==> config.mk <==
export PLATFORM = sky130hd
export DESIGN_NAME = reg_file_issue
export DESIGN_NICKNAME = d
export VERILOG_FILES = /design/src/rtl/reg_file_issue.sv
export SDC_FILE = /design/constraint.sdc
export NUM_CORES = 1
export LEC_CHECK = 0
export CAP_MARGIN = 20
export CORE_UTILIZATION = 50
export DETAILED_ROUTE_END_ITERATION = 16
export GPL_TIMING_DRIVEN = 1
export PLACE_DENSITY = 0.8
export SYNTH_ARGS = -nofsm -noshare
export SYNTH_HDL_FRONTEND = slang
export SYNTH_SLANG_ARGS = --single-unit
export TNS_END_PERCENT = 30
==> constraint.sdc <==
create_clock -name i_Clk -period 4.3 [get_ports i_Clk]
set_input_delay 1.29 -clock i_Clk [delete_from_list [all_inputs] [get_ports i_Clk]]
set_output_delay 1.29 -clock i_Clk [all_outputs]
set_load 0.005 [all_outputs]
==> src/rtl/reg_file_issue.sv <==
// Serial operand-issue / writeback stage around an external 8-bit ALU.
// One instruction in flight: IDLE accepts, EXEC samples the ALU, WB retires.
module reg_file_issue #(
    parameter int DATA_W    = 8,
    parameter int REG_COUNT = 4,
    parameter bit R0_ZERO   = 1'b1
) (
    input  logic              i_Clk,
    input  logic              i_Rst,
    input  logic              i_Instr_Valid,
    input  logic [15:0]       i_Instr,
    output logic              o_Instr_Ready,
    output logic [DATA_W-1:0] o_Val_1,
    output logic [DATA_W-1:0] o_Val_2,
    output logic [2:0]        o_ALU_Op,
    input  logic [DATA_W-1:0] i_Result,
    input  logic              i_Overflow,
    input  logic              i_Zero_Flag,
    output logic              o_Flag_Z,
    output logic              o_Flag_V,
    output logic              o_Retire,
    output logic              o_Illegal,
    input  logic [1:0]        i_Dbg_Addr,
    output logic [DATA_W-1:0] o_Dbg_Data
);

    typedef enum logic [1:0] {
        S_IDLE = 2'd0,
        S_EXEC = 2'd1,
        S_WB   = 2'd2
    } state_t;

    localparam logic [2:0] OP_ADD = 3'b001;
    localparam logic [2:0] OP_SUB = 3'b010;
    localparam logic [2:0] OP_NOP = 3'b000;

    state_t            state_q, state_d;
    logic [1:0]        rd_q, rd_d;
    logic [DATA_W-1:0] val1_q, val1_d;
    logic [DATA_W-1:0] val2_q, val2_d;
    logic [2:0]        op_q, op_d;
    logic [DATA_W-1:0] res_q, res_d;
    logic              ovf_q, ovf_d;
    logic              zf_q, zf_d;
    logic              flag_z_q, flag_z_d;
    logic              flag_v_q, flag_v_d;
    logic              retire_q, retire_d;
    logic              illegal_q, illegal_d;
    logic [DATA_W-1:0] gpr_q [REG_COUNT];
    logic [DATA_W-1:0] gpr_d [REG_COUNT];
    logic [DATA_W-1:0] gpr_rd [REG_COUNT];

    logic [2:0]        in_op;
    logic              in_imm;
    logic [1:0]        in_rd;
    logic [1:0]        in_rs1;
    logic [1:0]        in_rs2;
    logic [DATA_W-1:0] in_imm8;

    assign in_op   = i_Instr[15:13];
    assign in_imm  = i_Instr[12];
    assign in_rd   = i_Instr[11:10];
    assign in_rs1  = i_Instr[9:8];
    assign in_rs2  = i_Instr[1:0];
    assign in_imm8 = i_Instr[7:0];

    // Architectural view of the register file: r0 is hard-wired to zero when enabled.
    always_comb begin
        for (int i = 0; i < REG_COUNT; i++) begin
            gpr_rd[i] = (R0_ZERO && i == 0) ? '0 : gpr_q[i];
        end
    end

    always_comb begin
        state_d   = state_q;
        rd_d      = rd_q;
        val1_d    = val1_q;
        val2_d    = val2_q;
        op_d      = op_q;
        res_d     = res_q;
        ovf_d     = ovf_q;
        zf_d      = zf_q;
        flag_z_d  = flag_z_q;
        flag_v_d  = flag_v_q;
        retire_d  = 1'b0;
        illegal_d = 1'b0;
        gpr_d     = gpr_q;

        case (state_q)
            S_IDLE: begin
                if (i_Instr_Valid) begin
                    if (in_op == OP_ADD || in_op == OP_SUB) begin
                        rd_d    = in_rd;
                        val1_d  = gpr_rd[in_rs1];
                        val2_d  = in_imm ? in_imm8 : gpr_rd[in_rs2];
                        op_d    = in_op;
                        state_d = S_EXEC;
                    end else begin
                        illegal_d = 1'b1;
                    end
                end
            end
            S_EXEC: begin
                res_d   = i_Result;
                ovf_d   = i_Overflow;
                zf_d    = i_Zero_Flag;
                op_d    = OP_NOP;
                state_d = S_WB;
            end
            S_WB: begin
                // Flags still update when an r0 write is discarded.
                if (!(R0_ZERO && rd_q == 2'd0)) begin
                    gpr_d[rd_q] = res_q;
                end
                flag_z_d = zf_q;
                flag_v_d = ovf_q;
                retire_d = 1'b1;
                state_d  = S_IDLE;
            end
            default: state_d = S_IDLE;
        endcase
    end

    always_ff @(posedge i_Clk) begin
        if (i_Rst) begin
            state_q   <= S_IDLE;
            rd_q      <= '0;
            val1_q    <= '0;
            val2_q    <= '0;
            op_q      <= OP_NOP;
            res_q     <= '0;
            ovf_q     <= 1'b0;
            zf_q      <= 1'b0;
            flag_z_q  <= 1'b0;
            flag_v_q  <= 1'b0;
            retire_q  <= 1'b0;
            illegal_q <= 1'b0;
            for (int i = 0; i < REG_COUNT; i++) begin
                gpr_q[i] <= '0;
            end
        end else begin
            state_q   <= state_d;
            rd_q      <= rd_d;
            val1_q    <= val1_d;
            val2_q    <= val2_d;
            op_q      <= op_d;
            res_q     <= res_d;
            ovf_q     <= ovf_d;
            zf_q      <= zf_d;
            flag_z_q  <= flag_z_d;
            flag_v_q  <= flag_v_d;
            retire_q  <= retire_d;
            illegal_q <= illegal_d;
            for (int i = 0; i < REG_COUNT; i++) begin
                gpr_q[i] <= gpr_d[i];
            end
        end
    end

    assign o_Instr_Ready = (state_q == S_IDLE);
    assign o_Val_1       = val1_q;
    assign o_Val_2       = val2_q;
    assign o_ALU_Op      = op_q;
    assign o_Flag_Z      = flag_z_q;
    assign o_Flag_V      = flag_v_q;
    assign o_Retire      = retire_q;
    assign o_Illegal     = illegal_q;
    assign o_Dbg_Data    = gpr_rd[i_Dbg_Addr];

endmodule

# == Yosys cells after proc, flatten, opt, wreduce, memory -nomap -nowiden ==
# Index checks and enable logic that the tools add are counted.
# word_totals
register_bits,69
input_bits,31
output_inout_bits,32
# op_classes
n_lt_le_gt_ge,5
n_eq_ne,6
mux,21
n_bitwise,7
reduce_logical,10
# op_table
cell,count
8-bit 2-to-1 mux,8
8-bit binary-select mux with 2-bit select,3
32-bit bitwise mux,1
8-bit demux with 2-bit select,1
"3-bit >= comparator, second input constant",4
2-bit inverter with 3-bit output,4
3-bit 2-to-1 mux,2
3-bit case mux with 2 select lines,1
3-bit AND reduction,2
2-bit zero test,2
2-bit 2-to-1 mux,2
2-bit case mux with 2 select lines,1
2-bit AND reduction,2
"3-bit by 1-bit equality test with 1-bit output, second input constant",1
"3-bit by 2-bit equality test with 1-bit output, second input constant",1
"3-bit by 1-bit less-than comparator with 1-bit output, second input constant",1
1-bit inverter,3
3-bit OR reduction,1
"2-bit by 1-bit equality test with 1-bit output, second input constant",1
"2-bit equality test, second input constant",1
1-bit 2-to-1 mux,2
"2-bit by 1-bit inequality test with 1-bit output, second input constant",1
"2-bit inequality test, second input constant",1
2-bit nonzero test,1
other kinds (2),2

# == Longest topological paths before layout ==
# Gate-level depths: netlist of run 1.
# depth
depth_word,6
depth_mapped,6
depth_no_buf,4

# == Worst setup path before layout of run 1 ==
# Ideal clock, no wire load.
# synth_path
path_type,input-to-output
from,input i_Dbg_Addr[1]
to,output o_Dbg_Data[0]
arrival_ps,2013
required_ps,3010
setup_slack_ps,997
path_stages,4
path_buffers,2
cell_sequence,buf_2 -> nor2b_1 -> clkbuf_1 -> a22o_1
# synth_via
elab_chain_len,4
# synth_lines
item,line_no,text
start: declaration,23,"input logic [1:0] i_Dbg_Addr,"
2-bit inverter with 3-bit output (not written as such),168,assign o_Dbg_Data = gpr_rd[i_Dbg_Addr];
8-bit binary-select mux with 2-bit select,168,
8-bit 2-to-1 mux (not written as such) (2 in a row),168,
end: declaration,24,output logic [DATA_W-1:0] o_Dbg_Data
# No other way between the ends. The select of a mux whose other input is x is not followed.

# == Worst setup path in the final report of run 1 ==
# layout_path
from,input i_Dbg_Addr[1]
to,output o_Dbg_Data[6]
# Same word-level chain as after synthesis.

==> run_results.csv, run 1 <==
group,metric,value,unit
outcome,status,"finished clean",
cells_and_area,diodes,0,
sta,fin_skew,4.302,ps
route,drcViolationCount,0,
cells_and_area,seq_area,1221,µm²
floorplan,die_y,76.67,µm
clock_tree,clock_latency,340,ps
floorplan,rows,26,
logic_synthesis,synth.area.top_cells,"dfxtp_1, mux2_2, mux2i_1",
pwr,clock_power_share,0.449,
global_routing,grt_use_total,0.2340,
pwr,switching_share,0.2222,
setup_path,cp_max_fo,9,
placement,dp_hpwl,4.581,mm
sta,hold_viol,0,
logic_synthesis,syn_area,2788,µm²
setup_path,crit_required,3010,ps
route,wl_per_cell,14.93,µm
route,wl,6.376,mm
sta,max_freq,0.2365,GHz
route,drt_iter0_drc,119,
sta,rsz0062_at_grt,"false",
setup_path,critical_path_class,"primary input to primary output",
floorplan,fp.coreArea,5238,µm²
sta,slew-limit-headroom,0.4491,
route,via_count,2312,
cells_and_area,drive_gt1_frac,0.1569,
global_routing,grt-ovfl-total,0,
floorplan,top_level_ports,63,
cells_and_area,final.fill_count,426,
cells_and_area,nets,383,
logic_synthesis,syn_nets,328,
placement,dp.cells,411,
pwr,p_leak,1.345,nW
logic_synthesis,seq_area_frac_synth,0.4381,
clock_tree,post_cts_buffers,0,
clock_tree,ctsHtreeMaxLevel,3,
logic_synthesis,async_flop_share,0,
global_routing,use_met1,0.2954,
clock_tree,cts_resized,0,
placement,place.gp.congestion,0.8945,
floorplan,start_util,0.5323,
setup_path,end_kind,"primary output",
worst_hold_path,hold_class,"flip-flop to flip-flop",
clock_tree,holdBufCountCts,0,
global_routing,grt_max_degree,53,
global_routing,grt_pass1_wl,10.72,mm
clock_tree,cts_tree,"yes",
global_routing,grt_pass1_vias,2194,
logic_synthesis,yosysMostFrequentCell,"dfxtp_1",
logic_synthesis,netlist_instances,297,
cells_and_area,multiInputGateArea,1433,µm²
setup_path,start_kind,"primary input",
global_routing,antenna_found_initial,0,
route,drtPass1Iterations,4,
route,vias_per_cell,5.415,
logic_synthesis,synth_common_cells,"dfxtp_1, nand2_1, nor2_1",
global_routing,grtUsageMet3,0.04405,
route,ant_nets,0,
pwr,p_int,0.0009969,W
global_routing,grtUsageMet2,0.3705,
clock_tree,clock_sinks,61,
job,cap_viol_max_count,0,
clock_tree,cts_buffers,9,
clock_tree,cts_max_path_buffers,2,
setup_path,regToRegStartpoint,"state_q[1]",
pwr,irDropWorstVdd,0.0002446,V
placement,io_buffers,62,
floorplan,die-area,5878,µm²
setup_path,critical_path.startpoint,"i_Dbg_Addr[1]",
pwr,p_seq_frac,0.457,
sta,setup_viol,0,
sta,fin_crit,4228,ps
logic_synthesis,yosysTopAreaCell,"dfxtp_1",
logic_synthesis,yosysUniqueCellTypes,34,
cells_and_area,stdcell_count,427,
global_routing,grt.busiest_layer,"met2",
logic_synthesis,ys_ff_latch,61,
logic_synthesis,synth.avg_cell_area,9.386,µm²
logic_synthesis,synth_edf_count,0,
logic_synthesis,synth_top_area_share,0.4381,
clock_tree,clkTransAtPathRegs,60,ps
pwr,comb_power_share,0.094,
sta,period_share,0.9833,
setup_path,arrival,2940,ps
worst_hold_path,hold_start,"ovf_q",
clock_tree,cts-root-buf,"clkbuf_8",
sta,drv_slew,0,
pwr,p_sw,0.0002847,W
cells_and_area,syn2layout_area_growth,30.70,%
floorplan,die_x,76.67,µm
pwr,power.density,351.8,nW/µm²
sta,setup_tns,0,ps
sta,tightest_slew,824.6,ps
logic_synthesis,synth_flop_cell,"dfxtp_1",
logic_synthesis,yosysWarningCount,0,
-- sequential cells by signal (all words and copies together) (netlist names) --
signal	cells
o_ALU_Op	3
zf_q	1
o_Illegal	1
rd_q	2
gpr_q	24
state_q	2
o_Val_2	8
o_Val_1	8
o_Flag_V	1
o_Flag_Z	1
res_q	8
o_Retire	1
ovf_q	1
-- per-layer routing --
layer / vias to the layer above / wire (µm)
met4: 0 / 195
met1: 1079 / 2968
met2: 55 / 2986
met5: - / 0
met3: 16 / 226
li1: 1162 / -
-- layout by cell type (no fill, tap or decap), types with 2 or more instances in the layout --
cell type	count
dfxtp_1	61
clkdlybuf4s50_1	61
nand2_1	41
nor2_1	33
a21oi_1	25
mux2_2	18
mux2i_1	18
a22o_1	16
a221oi_1	13
clkbuf_8	11
nor2b_1	8
nor3_2	8
inv_1	5
nand3_1	4
mux2_4	4
buf_4	3
nor2_2	2
and3b_1	2
nand2b_1	2
o21ai_0	2
a311oi_1	2
bufinv_16	2
clkinv_2	2
-- worst paths after layout --
kind,cells after the start,endpoint,slack [ps]
hold / removal,2,ovf_q,460
setup reg to reg,4,gpr_q[15],2440
setup / recovery,5,o_Dbg_Data[6],70
hold reg to reg,2,ovf_q,460
-- cell type report --
class / count / share of cell area
clock buffers: 12 / 0.04258
clock inverters: 4 / 0.01923
well taps: 70 / 0.02404
repair buffers: 66 / 0.1806
inverters: 5 / 0.005151
flip-flops and latches: 61 / 0.3352
multi-input cells: 209 / 0.3932
-- critical path, stage by stage --
cell,delay [ps]
clkdlybuf4s50_1,510
buf_12,140
mux2_2,330
a22o_1,190
clkdlybuf4s50_1,470
-- through the flow --
step            power, W  cell area (µm²)  setup slack, ps  utilization  hold WS [ps]
2_1_floorplan  0.0006585             2788            997.3            -         436.0
3_3_place_gp   0.0007156             3418            134.5       0.6527         444.3
3_5_place_dp   0.0007178             3418            83.87       0.6527         451.1
4_1_cts         0.001289             3643            78.60       0.6957         463.4
5_1_grt         0.001330             3643            24.83       0.6957         497.4
6_report        0.001282             3643            71.63       0.6957         459.6
-- logic make-up (layout without fill, tap and decap cells) --
group | Yosys count | in the layout | share of synthesized area
flops | 61 | 61 | 0.4381
buf+inv | 27 | 87 | 0.04803
simple gates | 106 | 106 | 0.1921
compound gates | 61 | 61 | 0.1566
xor+xnor | 2 | 2 | 0.006285
mux | 40 | 40 | 0.1589
-- power by group through the flow --
stage,registers [W],clock network [W],logic [W]
final,0.000585,0.000576,0.000121
after global routing,0.000587,0.000611,0.000132
after CTS,0.000585,0.000583,0.000121
after detailed placement,0.000598,0,0.000120
after global placement,0.000598,0,0.000118
after floorplan,0.000597,0,0.0000612
Power figures use the tool's default switching activity.
==> run 2: changes to the inputs <==
--- a/config.mk
+++ b/config.mk
@@ -5,11 +5,14 @@
 export SDC_FILE = /design/constraint.sdc
 export NUM_CORES = 1
 export LEC_CHECK = 0
+export ABC_CLOCK_PERIOD_IN_PS = 4300
 export CAP_MARGIN = 20
+export CORE_MARGIN = 2
 export CORE_UTILIZATION = 50
 export DETAILED_ROUTE_END_ITERATION = 16
 export GPL_TIMING_DRIVEN = 1
 export PLACE_DENSITY = 0.8
+export REMOVE_ABC_BUFFERS = 1
 export SYNTH_ARGS = -nofsm -noshare
 export SYNTH_HDL_FRONTEND = slang
 export SYNTH_SLANG_ARGS = --single-unit
==> run 2 against run 1 <==
Compared with the run above: worst hold slack about the same; cell area down 0.86%; global-route usage down 1.5 points; routed wire length up 1.4%; combinational power about the same; clock power down 13%; non-clock buffer count unchanged; cell count up 0.47%; clock skew up 2.6 ps; count of clock-buffer cells in the layout down 1; critical endpoint is now o_Dbg_Data[7]; largest cell class unchanged; largest power group unchanged; highest routed layer unchanged.
==> run_results.csv, run 2 (synthesized netlist as in run 1, its figures left out) <==
group,metric,value,unit
setup_path,cp_max_fo,9,
pwr,p_leak,1.331,nW
global_routing,grt-ovfl-total,0,
sta,drv_slew,0,
cells_and_area,diodes,0,
floorplan,rows,27,
global_routing,grt_max_degree,38,
pwr,power.density,333.9,nW/µm²
sta,max_freq,0.2381,GHz
floorplan,top_level_ports,63,
cells_and_area,mostFrequentLayoutCells,"dfxtp_1, clkdlybuf4s50_1, nand2_1, nor2_1, a21oi_1",
cells_and_area,nets,383,
route,wl,6.463,mm
placement,place.gp.congestion,0.8578,
route,drtPass1Iterations,4,
job,cap_viol_max_count,0,
clock_tree,holdBufCountCts,0,
clock_tree,cts_buffers,9,
sta,hold_viol,0,
sta,fin_skew,6.902,ps
cells_and_area,regMostFlops,"gpr_q",
global_routing,grt_use_total,0.2187,
global_routing,grt_pass1_vias,2180,
setup_path,critical_path_class,"primary input to primary output",
floorplan,die_x,78.67,µm
sta,setup_tns,0,ps
clock_tree,post_cts_buffers,0,
placement,dp_hpwl,4.646,mm
setup_path,end_kind,"primary output",
setup_path,critical_path.startpoint,"i_Dbg_Addr[1]",
setup_path,cp_slowest_cell,"clkdlybuf4s50_1",
setup_path,arrival,2910,ps
setup_path,crit_buf_inv,3,
setup_path,crit_family,"buffers and inverters",
floorplan,start_util,0.5125,
sta,tightest_slew,821.0,ps
sta,fin_crit,4199,ps
route,ant_nets,0,
clock_tree,cts_tree,"yes",
floorplan,die_y,78.67,µm
setup_path,critPathMaxStageDelay,510,ps
route,wl_per_cell,15.07,µm
global_routing,grt_pass1_wl,10.65,mm
floorplan,fp.coreArea,5439,µm²
sta,period_share,0.9766,
route,drcViolationCount,0,
route,vias_per_cell,5.441,
clock_tree,clkTransAtPathRegs,60,ps
clock_tree,cts_max_path_buffers,2,
route,via_count,2334,
floorplan,die-area,6189,µm²
clock_tree,ctsHtreeMaxLevel,3,
clock_tree,clock_sinks,61,
placement,io_buffers,62,
cells_and_area,final.fill_count,438,
route,drt_iter0_drc,169,
cells_and_area,syn2layout_area_growth,29.58,%
setup_path,path_cells,"clkdlybuf4s50_1 -> buf_12 -> mux2_2 -> a22o_1 -> clkdlybuf4s50_1",
sta,rsz0062_at_grt,"false",
pwr,irDropWorstVdd,0.0002340,V
setup_path,start_kind,"primary input",
cells_and_area,drive_gt1_frac,0.1569,
setup_path,crit_top_cell,"clkdlybuf4s50_1",
clock_tree,cts-root-buf,"clkbuf_8",
sta,setup_viol,0,
cells_and_area,fin_util,0.6641,
clock_tree,cts_resized,0,
worst_hold_path,hold_start,"ovf_q",
setup_path,regToRegStartpoint,"state_q[1]",
setup_path,crit_required,3010,ps
clock_tree,clock_latency,340,ps
outcome,status,"finished clean",
sta,slew-limit-headroom,0.4515,
worst_hold_path,hold_class,"flip-flop to flip-flop",
cells_and_area,largest_reg_flops,24,
global_routing,antenna_found_initial,0,
==> run 2: cell count changes in the layout (fill, tap and decap cells not counted), sizes merged <==
cell,before,now
clkbuf,12,11
bufinv,2,1
clkinv,2,4
==> run 2: worst min-delay path: cells and delay by family, from the launching register on <==
kind            cells  cell delay, ps
flops               1             310
compound gates      1              50
simple gates        1              50
==> run 2: where the power goes <==
part / total [W] / switching [W] / internal, W
clock: 0.000500 / 0.000221 / 0.000279
combinational: 0.000121 / 0.0000574 / 0.0000634
sequential: 0.000585 / 0.00000785 / 0.000577
==> run 2: final timing paths <==
check | cells past startpoint | slack (ps) | to
hold reg to reg | 2 | 460 | ovf_q
hold / removal | 2 | 460 | ovf_q
setup / recovery | 5 | 100 | o_Dbg_Data[7]
setup reg to reg | 4 | 2430 | gpr_q[12]
==> run 2: cell type report <==
| cell class | count | area (µm²) | area share |
|---|---|---|---|
| clock buffer | 11 | 141.4 | 0.03914 |
| clock inverter | 5 | 50.05 | 0.01386 |
| inverter | 5 | 18.77 | 0.005196 |
| multi-input combinational | 209 | 1433 | 0.3966 |
| sequential | 61 | 1221 | 0.3381 |
| tap | 72 | 90.09 | 0.02494 |
| timing repair buffer | 66 | 658.1 | 0.1822 |
==> run 2: per-stage QoR <==
step	hold slack [ps]	instance area [µm²]	setup WS, ps	power (W)	cells
2_1_floorplan	430.0	2673	1169	0.0006400	275
6_report	459.1	3612	100.8	0.001206	429
5_1_grt	478.1	3612	54.92	0.001249	429
3_5_place_dp	447.1	3421	108.3	0.0007186	413
3_3_place_gp	443.5	3421	113.9	0.0007154	413
4_1_cts	461.8	3612	94.78	0.001214	429
==> run 2: layer usage <==
| layer | up-vias | global-route usage | wire [µm] |
|---|---|---|---|
| met4 | 0 | 0.1070 | 122 |
| met2 | 60 | 0.3359 | 3139 |
| met3 | 12 | 0.03908 | 288 |
| met1 | 1106 | 0.2958 | 2912 |
| li1 | 1156 | - | - |
| met5 | - | 0 | 0 |
==> run 3: changes to the inputs <==
--- a/config.mk
+++ b/config.mk
@@ -5,13 +5,12 @@
 export SDC_FILE = /design/constraint.sdc
 export NUM_CORES = 1
 export LEC_CHECK = 0
-export ABC_CLOCK_PERIOD_IN_PS = 4300
 export CAP_MARGIN = 20
 export CORE_MARGIN = 2
 export CORE_UTILIZATION = 50
 export DETAILED_ROUTE_END_ITERATION = 16
 export GPL_TIMING_DRIVEN = 1
-export PLACE_DENSITY = 0.8
+export PLACE_DENSITY_LB_ADDON = 0.12
 export REMOVE_ABC_BUFFERS = 1
 export SYNTH_ARGS = -nofsm -noshare
 export SYNTH_HDL_FRONTEND = slang
==> run 3 against run 2 <==
Compared with the run above: global-route usage is 0.062 points higher; non-clock buffer count is 1 higher; critical path depth is 1 higher; utilization is 0.55 points higher; register-to-register slack hardly changed; cell count stayed put; clock power is 10% higher; fmax hardly changed; count of clock-buffer cells in the layout stayed put; sequential share of layout area is 0.28 points lower; cell area is 0.83% higher; worst hold slack hardly changed; critical path type unchanged; largest power group unchanged.
==> run_results.csv, run 3 (synthesized netlist as in run 1, its figures left out) <==
group,metric,value,unit
floorplan,rows,27,
clock_tree,holdBufCountCts,0,
placement,place.gp.congestion,0.8024,
setup_path,r2r_end,"gpr_q[20]",
route,drtPass1Iterations,4,
route,wl_per_cell,14.81,µm
clock_tree,cts_buffers,9,
setup_path,crit_required,3010,ps
route,vias_per_cell,5.364,
sta,slew-limit-headroom,0.4481,
clock_tree,cts_tree,"yes",
cells_and_area,finalInstanceArea,3642,µm²
cells_and_area,syn2layout_area_growth,30.66,%
global_routing,grt_pass1_wl,10.57,mm
cells_and_area,diodes,0,
sta,max_freq,0.2383,GHz
clock_tree,post_cts_buffers,0,
floorplan,fp.coreArea,5439,µm²
cells_and_area,drive_gt1_frac,0.1569,
sta,postLayoutSetupSlackWorst,103.9,ps
route,drt_iter0_drc,141,
worst_hold_path,hold_start,"zf_q",
cells_and_area,largest_reg_flops,24,
placement,dpl_worst_slack,106.3,ps
sta,hold_viol,0,
floorplan,die_x,78.67,µm
placement,placed_area,3428,µm²
setup_path,reg2reg_slack,2430,ps
worst_hold_path,min_to,"zf_q",
setup_path,regToRegStartpoint,"state_q[1]",
cells_and_area,nets,384,
setup_path,worstRegToRegCells,4,
worst_hold_path,min_delay_path_depth,2,
route,drcViolationCount,0,
setup_path,critical_path_class,"primary input to primary output",
placement,dp_hpwl,4.668,mm
sta,tightest_slew,826.1,ps
global_routing,grt_max_degree,24,
pwr,irDropWorstVdd,0.0002124,V
global_routing,grt_use_total,0.2193,
pwr,power.density,345.4,nW/µm²
sta,drv_slew,0,
clock_tree,cts_resized,0,
placement,dp.cells,414,
outcome,status,"finished clean",
setup_path,cp_max_fo,9,
cells_and_area,mostFrequentLayoutCells,"dfxtp_1, clkdlybuf4s50_1, nand2_1, nor2_1, a21oi_1",
setup_path,start_kind,"primary input",
global_routing,grt-ovfl-total,0,
global_routing,antenna_found_initial,0,
cells_and_area,fin_util,0.6697,
floorplan,die_y,78.67,µm
job,cap_viol_max_count,0,
clock_tree,clock_sinks,61,
sta,rsz0062_at_grt,"false",
clock_tree,cts_max_path_buffers,2,
global_routing,grt_pass1_vias,2144,
clock_tree,cts-root-buf,"clkbuf_8",
cells_and_area,regMostFlops,"gpr_q",
sta,setup_tns,0,ps
sta,fin_skew,5.522,ps
clock_tree,ctsHtreeMaxLevel,3,
pwr,p_leak,1.339,nW
cells_and_area,stdcell_count,429,
route,ant_nets,0,
placement,io_buffers,62,
clock_tree,clock_latency,340,ps
route,via_count,2301,
floorplan,start_util,0.5125,
clock_tree,clkTransAtPathRegs,70,ps
sta,fin_crit,4196,ps
floorplan,die-area,6189,µm²
route,wl,6.352,mm
sta,setup_viol,0,
worst_hold_path,hold_class,"flip-flop to flip-flop",
sta,period_share,0.9758,
setup_path,end_kind,"primary output",
setup_path,arrival,2910,ps
floorplan,top_level_ports,63,
-- run 3: layout make-up --
class | count | area (µm²)
inverters | 5 | 18.77
clock buffers | 11 | 141.4
fillers | 458 | 1797
multi-input cells | 209 | 1433
flip-flops and latches | 61 | 1221
well taps | 72 | 90.09
repair buffers | 67 | 665.6
clock inverters | 4 | 72.57
-- run 3: how the worst max path moves through the flow --
stage / startpoint / end / slack, ps / depth (start not counted)
after floorplan: i_Dbg_Addr[1] / o_Dbg_Data[0] / 1170 / 2
after global placement: i_Dbg_Addr[1] / o_Dbg_Data[2] / 120 / 5
after detailed placement: i_Dbg_Addr[1] / o_Dbg_Data[3] / 110 / 5
after CTS: i_Dbg_Addr[1] / o_Dbg_Data[3] / 110 / 5
after global routing: i_Dbg_Addr[1] / o_Dbg_Data[1] / 40 / 6
final: i_Dbg_Addr[1] / o_Dbg_Data[3] / 100 / 6
-- run 3: power by group --
group          total [W]  internal [W]  switching, W
registers       0.000585      0.000577    0.00000775
logic           0.000121     0.0000640     0.0000573
clock network   0.000552      0.000338      0.000214
total            0.00126      0.000979      0.000279
-- run 3: worst max-delay path: stages --
cell and delay (ps):
clkdlybuf4s50_1 500, buf_12 130, nor2b_1 140, buf_4 170
a22o_1 170, clkdlybuf4s50_1 500
-- run 3: routing by layer --
layer / share of wire / track usage / up-vias
met4: 0.012 / 0.1000 / 0
met3: 0.049 / 0.04483 / 8
met2: 0.47 / 0.3350 / 57
met1: 0.47 / 0.2976 / 1077
met5: 0 / 0 / -
li1: - / - / 1159
-- run 3: through the flow --
| stage | power [W] | hold slack [ps] |
|---|---|---|
| after floorplan | 0.0006400 | 430.0 |
| after global placement | 0.0007169 | 442.9 |
| after detailed placement | 0.0007193 | 454.7 |
| after CTS | 0.001266 | 464.4 |
| final | 0.001258 | 459.6 |
| after global routing | 0.001302 | 494.0 |
